[config.mk]
export PLATFORM = sky130hd
export DESIGN_NAME = dual_fetch_unit
export DESIGN_NICKNAME = d
export VERILOG_FILES = /design/src/rtl/dual_fetch_unit_pkg.sv /design/src/rtl/dual_fetch_unit_pair_fifo.sv /design/src/rtl/dual_fetch_unit.sv
export SDC_FILE = /design/constraint.sdc
export NUM_CORES = 1
export LEC_CHECK = 0
export ABC_AREA = 1
export BUFFER_PORTS_ARGS = -buffer_cell sky130_fd_sc_hd__buf_4
export CORE_ASPECT_RATIO = 1.75
export CORE_MARGIN = 3
export CORE_UTILIZATION = 56
export DETAILED_ROUTE_END_ITERATION = 10
export HOLD_SLACK_MARGIN = 0.02
export PLACE_DENSITY = 0.89
export SYNTH_ARGS = -nofsm -noshare
export SYNTH_HDL_FRONTEND = slang
export SYNTH_SLANG_ARGS = --single-unit
[constraint.sdc]
create_clock -name clk -period 7.6 [get_ports clk]
set_clock_uncertainty 0.2 [all_clocks]
set_input_delay 0.76 -clock clk [delete_from_list [all_inputs] [get_ports clk]]
set_output_delay 0.76 -clock clk [all_outputs]
set_load 0.03 [all_outputs]
[src/rtl/dual_fetch_unit_pkg.sv]
// Shared definitions for the dual-issue fetch unit: pair-entry layout and helpers.
package dual_fetch_unit_pkg;

  localparam logic [31:0]  NOP_INSTR  = 32'h0000_0000;
  localparam int unsigned  PAIR_BYTES = 8;

  // One fetched instruction pair as held in the pair FIFO (98 bits).
  typedef struct packed {
    logic [31:0] pc;
    logic [31:0] instr1;
    logic [31:0] instr2;
    logic        v1;
    logic        v2;
  } pair_entry_t;

  localparam int unsigned ENTRY_W = $bits(pair_entry_t);

  // Clear the low three bits so the address names a whole pair.
  function automatic logic [31:0] align_pair(input logic [31:0] addr);
    return {addr[31:3], 3'b000};
  endfunction

endpackage

[src/rtl/dual_fetch_unit_pair_fifo.sv]
// pair_fifo: DEPTH x WIDTH register FIFO with push/pop/flush and a head read
// straight from the storage registers.
//   clk, reset  clock, async active-high reset
//   push, din   write din at tail (caller guarantees space or simultaneous pop)
//   pop         drop head entry (caller guarantees non-empty)
//   flush       empty the FIFO; overrides push/pop
//   head        current head entry
//   count       occupancy 0..DEPTH
module pair_fifo #(
  parameter int unsigned DEPTH = 2,
  parameter int unsigned WIDTH = 98
) (
  input  logic                     clk,
  input  logic                     reset,
  input  logic                     push,
  input  logic                     pop,
  input  logic                     flush,
  input  logic [WIDTH-1:0]         din,
  output logic [WIDTH-1:0]         head,
  output logic [$clog2(DEPTH):0]   count
);

  localparam int unsigned PW = $clog2(DEPTH);
  localparam int unsigned CW = PW + 1;

  logic [WIDTH-1:0] mem [DEPTH];
  logic [PW-1:0]    wr_ptr;
  logic [PW-1:0]    rd_ptr;

  // Pointers wrap naturally because DEPTH is a power of two.
  always_ff @(posedge clk or posedge reset) begin
    if (reset) begin
      wr_ptr <= '0;
      rd_ptr <= '0;
      count  <= '0;
      for (int i = 0; i < int'(DEPTH); i++) mem[i] <= '0;
    end else if (flush) begin
      wr_ptr <= '0;
      rd_ptr <= '0;
      count  <= '0;
    end else begin
      if (push) begin
        mem[wr_ptr] <= din;
        wr_ptr      <= wr_ptr + PW'(1);
      end
      if (pop) rd_ptr <= rd_ptr + PW'(1);
      if (push && !pop)      count <= count + CW'(1);
      else if (pop && !push) count <= count - CW'(1);
    end
  end

  assign head = mem[rd_ptr];

endmodule

[src/rtl/dual_fetch_unit.sv]
// dual_fetch_unit: fetch initiator for the dual-issue instruction memory.
// Holds the fetch PC, pushes one instruction pair per cycle into a pair FIFO and
// presents the head pair to decode with ready/valid; handles redirect + flush.
//   clk, reset            clock, async active-high reset
//   imem_addr             8-byte aligned fetch address
//   imem_instr1/2         words at imem_addr and imem_addr+4
//   redirect, redirect_pc taken branch/jump and its target
//   dec_valid/dec_ready   handshake for the head pair
//   dec_pc, dec_instr1/2  head pair; lanes zeroed when their valid is low
//   dec_valid1/2          per-lane real-instruction flags
//   fifo_count            pair FIFO occupancy
module dual_fetch_unit
  import dual_fetch_unit_pkg::*;
#(
  parameter logic [31:0] RESET_PC   = 32'h0000_0000,
  parameter int unsigned DEPTH      = 2,
  parameter int unsigned IMEM_WORDS = 64,
  parameter bit          LANE2_EN   = 1'b0
) (
  input  logic                     clk,
  input  logic                     reset,
  output logic [31:0]              imem_addr,
  input  logic [31:0]              imem_instr1,
  input  logic [31:0]              imem_instr2,
  input  logic                     redirect,
  input  logic [31:0]              redirect_pc,
  output logic                     dec_valid,
  input  logic                     dec_ready,
  output logic [31:0]              dec_pc,
  output logic [31:0]              dec_instr1,
  output logic [31:0]              dec_instr2,
  output logic                     dec_valid1,
  output logic                     dec_valid2,
  output logic [$clog2(DEPTH):0]   fifo_count
);

  localparam int unsigned CW       = $clog2(DEPTH) + 1;
  localparam logic [31:0] PC_LIMIT = 32'(IMEM_WORDS * 4);

  logic [31:0]  fetch_pc;
  logic         skip1;
  logic         push;
  logic         pop;
  logic [CW-1:0] count;
  pair_entry_t  din;
  pair_entry_t  head;
  logic         unused_pc_bits;

  assign unused_pc_bits = ^redirect_pc[1:0];

  assign imem_addr = align_pair(fetch_pc);
  assign dec_valid = (count != '0);

  // Redirect discards any same-cycle pop and push.
  assign pop  = dec_valid && dec_ready && !redirect;
  assign push = !redirect && ((count < CW'(DEPTH)) || pop);

  // Lanes are zeroed on the way in so the head needs no masking per lane.
  always_comb begin
    din        = '0;
    din.pc     = imem_addr;
    din.v1     = !skip1;
    din.v2     = LANE2_EN;
    din.instr1 = skip1    ? NOP_INSTR   : imem_instr1;
    din.instr2 = LANE2_EN ? imem_instr2 : NOP_INSTR;
  end

  pair_fifo #(
    .DEPTH (DEPTH),
    .WIDTH (ENTRY_W)
  ) u_fifo (
    .clk   (clk),
    .reset (reset),
    .push  (push),
    .pop   (pop),
    .flush (redirect),
    .din   (din),
    .head  (head),
    .count (count)
  );

  // Fetch PC and first-lane skip for misaligned redirect targets.
  always_ff @(posedge clk or posedge reset) begin
    if (reset) begin
      fetch_pc <= RESET_PC;
      skip1    <= 1'b0;
    end else if (redirect) begin
      fetch_pc <= align_pair(redirect_pc);
      skip1    <= redirect_pc[2];
    end else if (push) begin
      fetch_pc <= (imem_addr + 32'(PAIR_BYTES)) % PC_LIMIT;
      skip1    <= 1'b0;
    end
  end

  // Stale storage behind an empty FIFO is hidden from decode.
  assign dec_pc     = dec_valid ? head.pc     : 32'h0;
  assign dec_instr1 = dec_valid ? head.instr1 : 32'h0;
  assign dec_instr2 = dec_valid ? head.instr2 : 32'h0;
  assign dec_valid1 = dec_valid && head.v1;
  assign dec_valid2 = dec_valid && head.v2;
  assign fifo_count = count;

endmodule

### Word level (Yosys, flattened, before mapping)

Index checks and enable logic that the tools add are counted.

* flip-flop bits (word level): 233
* output and inout bits: 133
* logic and storage cells: 58

* reductions and logical operators: 18
* $add $sub $neg: 5
* bitwise gates (word level): 3
* $lt $le $gt $ge: 4
* mux-type cells: 21

Operator list (number)
* $mux 98: 4
* $bwmux 196: 1
* $mux 32: 6
* $demux 98 s1: 1
* $add 8x4->8 const B: 1
* $logic_and 1x1->1: 8
* $mux 1: 6
* $mux 2: 3
* $reduce_bool 2->1: 3
* $ge 2x2->1 const B: 2
* $logic_not 1->1: 4
* $not 1->2: 2
* $reduce_bool 3->1: 1
* $add 1x1->1 const B: 2
* $add 2x1->2 const B: 1
* $lt 2x1->1 const B: 1
* $lt 2x2->1 const B: 1
* $reduce_and 2->1: 1
* $sub 2x1->2 const B: 1
* $logic_or 1x1->1: 1
* $not 1->1: 1

### Longest topological paths before layout

Gate-level depths: netlist of run 1.

* depth after elaboration: 10
* mapped depth: 7

### Cells and area by module

A second synthesis of run 1 with hierarchy kept.

* cells, all modules: 1285
* area total of the unflattened synthesis: 11582.4 um2

By module, submodules not included
* pair_fifo: area each 9071.2 um2, cells an instance 870, instances 1
* dual_fetch_unit: area each 2511.2 um2, cells an instance 415, instances 1

### Worst setup path before layout of run 1

No wires, ideal clock.

* path kind: register to output
* from: register u_fifo.count[1]
* to: output dec_instr1[22]
* buffers on the path: 2
* slack: 4855 ps
* arrival time: 1785 ps
* stages on the path, launching flop included: 7
* data required time: 6640 ps
* path through: dfrtp_1 -> buf_2 -> nor2_2 -> inv_1 -> buf_2 -> o21ai_0 -> a21oi_1

* longest elaborated chain between the ends: 2

Ends and longest elaborated chain
* start, declared: line dual_fetch_unit_pair_fifo.sv:20 `output logic [$clog2(DEPTH):0] count`
* start signal, assigned: line dual_fetch_unit_pair_fifo.sv:47 `if (push && !pop) count <= count + CW'(1);`
* start signal, assigned: line dual_fetch_unit_pair_fifo.sv:48 `else if (pop && !push) count <= count - CW'(1);`
* $reduce_bool 2->1: line dual_fetch_unit.sv:52 `assign dec_valid = (count != '0);`
* named net dec_valid: line dual_fetch_unit.sv:27 `output logic dec_valid,`
* $mux 32: line dual_fetch_unit.sv:98 `assign dec_instr1 = dec_valid ? head.instr1 : 32'h0;`
* end, declared: line dual_fetch_unit.sv:30 `output logic [31:0] dec_instr1,`

The timed path passes the listed nets, and every way through them passes these cells.

### Worst setup path in the final report of run 1

* from: register u_fifo.rd_ptr
* to: output dec_instr1[23]

* longest elaborated chain between the ends: 5

Ends and longest elaborated chain
* start, declared: line dual_fetch_unit_pair_fifo.sv:28 `logic [PW-1:0] rd_ptr;`
* start signal, assigned: line dual_fetch_unit_pair_fifo.sv:46 `if (pop) rd_ptr <= rd_ptr + PW'(1);`
* $not 1->2 (not written as such): line dual_fetch_unit_pair_fifo.sv:52 `assign head = mem[rd_ptr];`
* $mux 98 (not written as such) (3 in a row): line dual_fetch_unit_pair_fifo.sv:52
* $mux 32: line dual_fetch_unit.sv:98

Every way passes these cells. The select of a mux whose other input is x is not followed.

==> results.md, run 1 <==
* Largest cells by area after synthesis: dfrtp_1, nand2_1, buf_4
* Clock latency reported for the late side of the worst-skew pair at between 400 and 500 ps
* Per-cell via count in the routed design at 5.12
* Via count of the first global-routing pass at ~6000
* Final Hold Vio Count at 0
* Core Area at 13100 um2
* Number of H-tree levels at 4
* Top-count cell post-synth: nand2_1
* Number of vias in the routed layout at 6401
* Routed wire length at 18100 um
* Area growth from synthesis to final layout at 17.8%
* Critical Path Fanout Max at between 50 and 60
* Period Utilization, post-route at a little over half
* FILL cells at 1065
* Vertical die dimension at roughly 160 um
* Initial antenna violation count at 0
* Unrepaired setup endpoints after global routing: no
* Power density over the cells at 269 nW/um2
* Normalized max-slew margin at a little over a fifth
* Share of synthesized registers carrying an async set or reset at 100%
* Main synth FF type: dfrtp_1
* Antenna-violating nets left at 0
* Area of the multi-input gates at 2690 um2
* Leakage dissipation at 0.00474 uW
* Worst vdd ir at 191 uV
* Clock Tree Root: clkbuf_16
* Final setup fails at 0
* Synth Instances at 970
* Seq/Total Area, Yosys at 51.8%
* Status: complete, no violations
* Count of routing violations after the opening detailed-route iteration at 420
* Layout net count at 1169
* Antenna fix cells at 0
* Routed wire per std cell at 14.4 um
* Synthesized cell area at 7630 um2
* Total Power at 2420 uW
* Deepest clock path buffer count at 2
* Estimated wirelength of the detail-placed design at roughly 11000 um
* Number of synthesized flops with an enable pin at 0
* Critical Path AT at 3060 ps
* Total routing usage reported by global routing at 24.5%
* Kind of launch point of the worst setup path: flop
* Per-instance average area after synthesis at 7.87 um2
* Critical path cell sequence: inv_2, buf_4, o21ai_0, a21oi_1, buf_4
* Cts-stage hold buffer count at 0
* Die Outline Area at 15100 um2
* Yosys top cell by area: dfrtp_1
* HP Class: flop to flop
* Setup Buffers After CTS at 0
* Cell repeated most along the worst path: buf_4
* Kind of critical path: flop to output port
* Width of the chip at 94.2 um
* Worst Setup Slack, final at 3580 ps
* Total iterations of the first detailed-routing run at 5
* Ports placed on the boundary at 233
* Number of flip-flops and latches in the synthesized netlist at 158
* Critical Path Slowest Stage Cell: dfrtp_2
* Clock slew seen by the registers of the worst setup and hold paths at 60 ps
* Clock sinks at 158
* Post_cts resized at 0
* Remaining design rule violation count at 0
* Synthesis Warnings at 0
* Final global-route overflow total at 0
* Delay contributed by the slowest stage of the critical path at 1130 ps
* Final Wtd Congestion at 0.783
* Post-synth cell types at 25
* Least-Margin Pin Slew at 1180 ps
* CP endpoint kind: output port
* Number of max-capacitance violations reported at 0
* Share of layout cells above drive strength 1 at 19.3%
* Slew Limit Fails at 0
* Initial Util at 58.0%
* Area taken by flip-flops and latches at 3960 um2
* Final-layout setup total negative slack at 0 ps
* Placement Rows at 55
* List of most frequent post-synthesis cells: nand2_1, dfrtp_1, inv_1
* Critical path data required time at ~6600 ps
* Port Buffers at 159
* Maximum number of pins on one net before global-route repair at 91
* Maximum operating frequency at 249 MHz
* Setup slack after placement at roughly 4000 ps
* First-pass GRT wire length at 29500 um
* TritonCTS clock tree: yes
* Area share of the largest cell type after synthesis at 51.8%
* Num CTS Buffers at 17
* Post-route minimum period at ~4000 ps
cell type report:
| class | instances | area share, % |
|---|---|---|
| multi-input combinational | 638 | 29.9 |
| sequential | 158 | 44.0 |
| timing repair buffer | 165 | 13.8 |
| inverter | 88 | 3.73 |
| clock buffer | 17 | 4.73 |
| tap | 171 | 2.38 |
| clock inverter | 14 | 1.48 |
stage by stage:
step                hold slack, ps  util (%)  cells  area, um2
finish                         276      68.4   1251       8990
global route                   292      68.4   1251       8990
CTS                            277      68.4   1251       8990
detailed placement             260      64.1   1220       8430
global placement               257      64.1   1220       8430
floorplan                      244         -   1008       7770
logic make-up (layout without fill, tap and decap cells):
group,after synthesis,after routing,synth area share (%)
DFF,158,158,51.8
and+or+nand+nor,413,413,20.7
AOI/OAI and AO/OA,185,185,12.3
buffers and inverters,212,284,14.9
other,1,39,0.0491
adders and majority gates,1,1,0.164
cell usage in the layout, fill, tap and decap left out, types with 2 or more instances in the layout:
| master | instances |
|---|---|
| nand2_1 | 362 |
| buf_4 | 165 |
| dfrtp_1 | 157 |
| inv_1 | 82 |
| o21ai_0 | 79 |
| a21oi_1 | 66 |
| conb_1 | 39 |
| o21ai_1 | 37 |
| nor2_1 | 36 |
| clkbuf_16 | 17 |
| nand3_1 | 7 |
| inv_6 | 6 |
| clkinvlp_4 | 6 |
| inv_2 | 5 |
| nor3_1 | 2 |
| nand4_1 | 2 |
worst paths after layout:
path	start	to	slack, ps	depth (start not counted)
worst min register to register	u_fifo.mem[57]$_DFFE_PP0P_	u_fifo.mem[57]$_DFFE_PP0P_	280	2
worst min-delay path	u_fifo.mem[57]$_DFFE_PP0P_	u_fifo.mem[57]$_DFFE_PP0P_	280	2
max in group asynchronous	reset	u_fifo.rd_ptr$_DFFE_PP0P_	5440	3
worst max-delay path	u_fifo.rd_ptr$_DFFE_PP0P_	dec_instr1[23]	3580	5
min in group asynchronous	reset	fetch_pc[22]$_DFFE_PP0P_	300	2
worst max register to register	u_fifo.rd_ptr$_DFFE_PP0P_	u_fifo.rd_ptr$_DFFE_PP0P_	4820	4
where the power goes:
group | leakage [uW] | switching, uW | total, uW | internal [uW]
Clock | 0.000255 | 348 | 802 | 453
Combinational | 0.00247 | 371 | 557 | 186
Sequential | 0.00202 | 84.6 | 1060 | 976
sequential cells by signal (all words and copies together) (netlist names):
| register | count |
|---|---|
| u_fifo.mem | 124 |
| fetch_pc | 29 |
| u_fifo.count | 2 |
| skip1 | 1 |
| u_fifo.rd_ptr | 1 |
| u_fifo.wr_ptr | 1 |
worst max-delay path, delay by kind of cell (launching register included):
kind	cells	cell delay, ps
flops	1	1130
compound gates	2	290
buf+inv	3	1200
metal layers:
layer	routed length [um]	global-route usage, %	share of wire, %
met3	1030	4.17	5.7
met4	402	9.07	2.2
met1	6780	28.5	38
met2	9850	44.3	55
met5	0	0	0
Note: power is estimated with default switching activity, not from simulation.
==> run 2, diff against run 1 <==
Settings changed: CORE_UTILIZATION 56 to 52, PLACE_DENSITY 0.89 to 0.84.
Clock period 7.6 ns to 3.8 ns, I/O delays scaled along.
==> run 2 against run 1 <==
Effect of this change: combinational power increased by 110%; via count increased by 2.1%; cell area increased by 4.6%; largest cell class unchanged; largest power group unchanged.
==> results.md, run 2 (synthesis results as in run 1) <==
* Status: complete, no violations
* Antenna fix cells at 0 (unchanged)
* Cts-stage hold buffer count at 27 (+27)
* Worst hold-check slack at 40.2 ps (-236 ps)
* Sequential cell fraction of total power at 41.5% (-2.3 points)
* Combinational share of power at 22.9% (about the same)
* Maximum number of pins on one net before global-route repair at 65 (-29%)
* Critical Path Slowest Stage Cell: inv_2
* Routed wire per std cell at 14.8 um (+2.3%)
* Final-layout setup total negative slack at 0 ps (unchanged)
* HP Class: primary input to flop
* Share of layout cells above drive strength 1 at 19.2% (-0.10 points)
* Final setup fails at 0 (unchanged)
* Power density over the cells at 540 nW/um2 (+100%)
* Via count of the first global-routing pass at 6588 (+6.8%)
* Antenna-violating nets left at 0 (unchanged)
* TritonCTS clock tree: yes
* Delay contributed by the slowest stage of the critical path at 430 ps (-700 ps)
* Normalized max-slew margin at 36.6% (+15 points)
* Critical Path AT at 2190 ps (-870 ps)
* Ports placed on the boundary at 233 (unchanged)
* Flip-flop count of the largest register after layout at 124 (unchanged)
* Net Sw Power at 1610 uW (+100%)
* Clock network fraction of total power at 35.6% (+2.5 points)
* Initial Util at 53.1% (-4.9 points)
* Estimated wirelength of the detail-placed design at 12100 um (+5.9%)
* Critical Path Fanout Max at 31 (-46%)
* Kind of critical path: flop to output port
* Total Power at 5080 uW (+110%)
* Width of the chip at 97.6 um (+3.5%)
* Slew Limit Fails at 0 (unchanged)
* Final global-route overflow total at 0 (unchanged)
* Least-Margin Pin Slew at 951 ps (-229 ps)
* Maximum operating frequency at 360 MHz
* Period Utilization, post-route at 73.0%
* Clock slew seen by the registers of the worst setup and hold paths at 60 ps (about the same)
* Number of H-tree levels at 4 (unchanged)
* Total iterations of the first detailed-routing run at 5 (unchanged)
* Cell repeated most along the worst path: buf_4
* Count of routing violations after the opening detailed-route iteration at 454 (+8.1%)
* Post_cts resized at 0 (unchanged)
* Port Buffers at 159 (unchanged)
* Critical path cell sequence: inv_2, buf_4, nand2_1, a21oi_1, buf_4
* Area growth from synthesis to final layout at 23.2%
* Buffers & Inverters on Critical Path at 3 (unchanged)
* Die Outline Area at 16200 um2 (+7.3%)
* Post-route minimum period at 2770 ps
* Total routing usage reported by global routing at 23.9% (-0.61 points)
* Placement Rows at 58 (+5.5%)
* Clock latency reported for the late side of the worst-skew pair at 410 ps (about the same)
* Most frequent cells in the layout: nand2_1, buf_4, dfrtp_1
* Layout Cell Area excl Fill at 9400 um2 (+4.6%)
* Share of total power consumed by net switching at 31.7% (-1.5 points)
* Core Area at 14400 um2 (+9.3%)
* First-pass GRT wire length at 31500 um (+6.8%)
* Routed wire length at 19100 um (+5.6%)
* Kind of launch point of the worst setup path: flop
* Number of vias in the routed layout at 6534 (+2.1%)
* Register with the most flip-flops: u_fifo.mem
* Setup Buffers After CTS at 0 (unchanged)
* Largest registers ranked by flip-flop count: u_fifo.mem (124), fetch_pc (29), u_fifo.count (2)
* Number of max-capacitance violations reported at 0 (unchanged)
* Critical path data required time at 3220 ps (-3420 ps)
* Post-placement cell area at 8500 um2 (+0.86%)
* Num CTS Buffers at 17 (unchanged)
* Final Hold Vio Count at 0 (unchanged)
* Initial antenna violation count at 0 (unchanged)
* Remaining design rule violation count at 0 (unchanged)
* Final Wtd Congestion at 0.773 (-1.2%)
* Worst vdd ir at 382 uV (+100%)
* Unrepaired setup endpoints after global routing: no
* Clock Tree Root: clkbuf_16
* Clock sinks at 158 (unchanged)
* Layout net count at 1201 (+2.7%)
* Family of cells with the greatest summed delay on the critical path: buffers and inverters
* Vertical die dimension at 166 um (+3.6%)
* Deepest clock path buffer count at 2 (unchanged)
* Leading cell type in the layout, fill and taps excluded: nand2_1
* Leakage dissipation at 0.00493 uW (+4.1%)
* Per-cell via count in the routed design at 5.06 (-1.2%)
* FILL cells at 1194 (+12%)
* CP endpoint kind: output port
* Internal power consumption at 3470 uW (+110%)
[run 2: changes by cell type in the layout (fill, tap and decap cells not counted), sizes merged]
cell | before | now
dlygate4sd3 | 0 | 27
clkinvlp | 6 | 2
clkbuf | 17 | 18
clkinv | 2 | 5
buf | 165 | 170
bufinv | 1 | 4
inv | 93 | 90
[run 2: routing by layer]
layer | routed length, um | share of wire (%) | global-route usage [%] | vias up
li1 | - | - | - | 3151
met4 | 685 | 3.6 | 11.5 | 0
met2 | 10500 | 55 | 44.5 | 261
met1 | 7000 | 37 | 26.2 | 3079
met5 | 0 | 0 | 0 | -
met3 | 929 | 4.9 | 3.36 | 43
[run 2: power groups by stage]
| stage | clock [uW] | sequential, uW | combinational (uW) |
|---|---|---|---|
| 4_1_cts | 1840 | 2100 | 1170 |
| 5_1_grt | 1910 | 2140 | 1280 |
| 3_5_place_dp | 0 | 2130 | 1140 |
| 3_3_place_gp | 0 | 2120 | 1110 |
| 6_report | 1810 | 2110 | 1160 |
| 2_1_floorplan | 0 | 2090 | 860 |
[run 2: final timing paths]
kind,from,end,slack (ps),cells after the start
worst max-delay path,u_fifo.rd_ptr$_DFFE_PP0P_,dec_pc[5],1030,5
worst min-delay path,redirect_pc[4],fetch_pc[4]$_DFFE_PP0P_,40,3
worst max register to register,u_fifo.count[1]$_DFFE_PP0P_,u_fifo.mem[161]$_DFFE_PP0P_,1520,4
worst min register to register,u_fifo.mem[65]$_DFFE_PP0P_,u_fifo.mem[65]$_DFFE_PP0P_,280,2
max in group asynchronous,reset,u_fifo.mem[169]$_DFFE_PP0P_,2080,4
min in group asynchronous,reset,u_fifo.mem[161]$_DFFE_PP0P_,470,3
[run 2: layout make-up]
cell class	count	area [um2]	share of cell area, %
multi-input cells	638	2690	28.6
flip-flops and latches	158	3960	42.1
clock buffers	18	439	4.67
clock inverters	13	186	1.98
inverters	88	334	3.55
well taps	180	225	2.40
repair buffers	197	1570	16.7
[run 2: worst min-delay path: stages]
cell,delay (ps)
buf_4,110
nand2_1,60
a31oi_1,70
[run 2: through the flow]
| step | setup WS (ps) | cells | utilization, % |
|---|---|---|---|
| 2_1_floorplan | 1220 | 1008 | - |
| 3_3_place_gp | 1460 | 1234 | 59.2 |
| 3_5_place_dp | 1420 | 1234 | 59.2 |
| 4_1_cts | 1020 | 1292 | 65.4 |
| 5_1_grt | 937 | 1292 | 65.4 |
| 6_report | 1030 | 1292 | 65.4 |
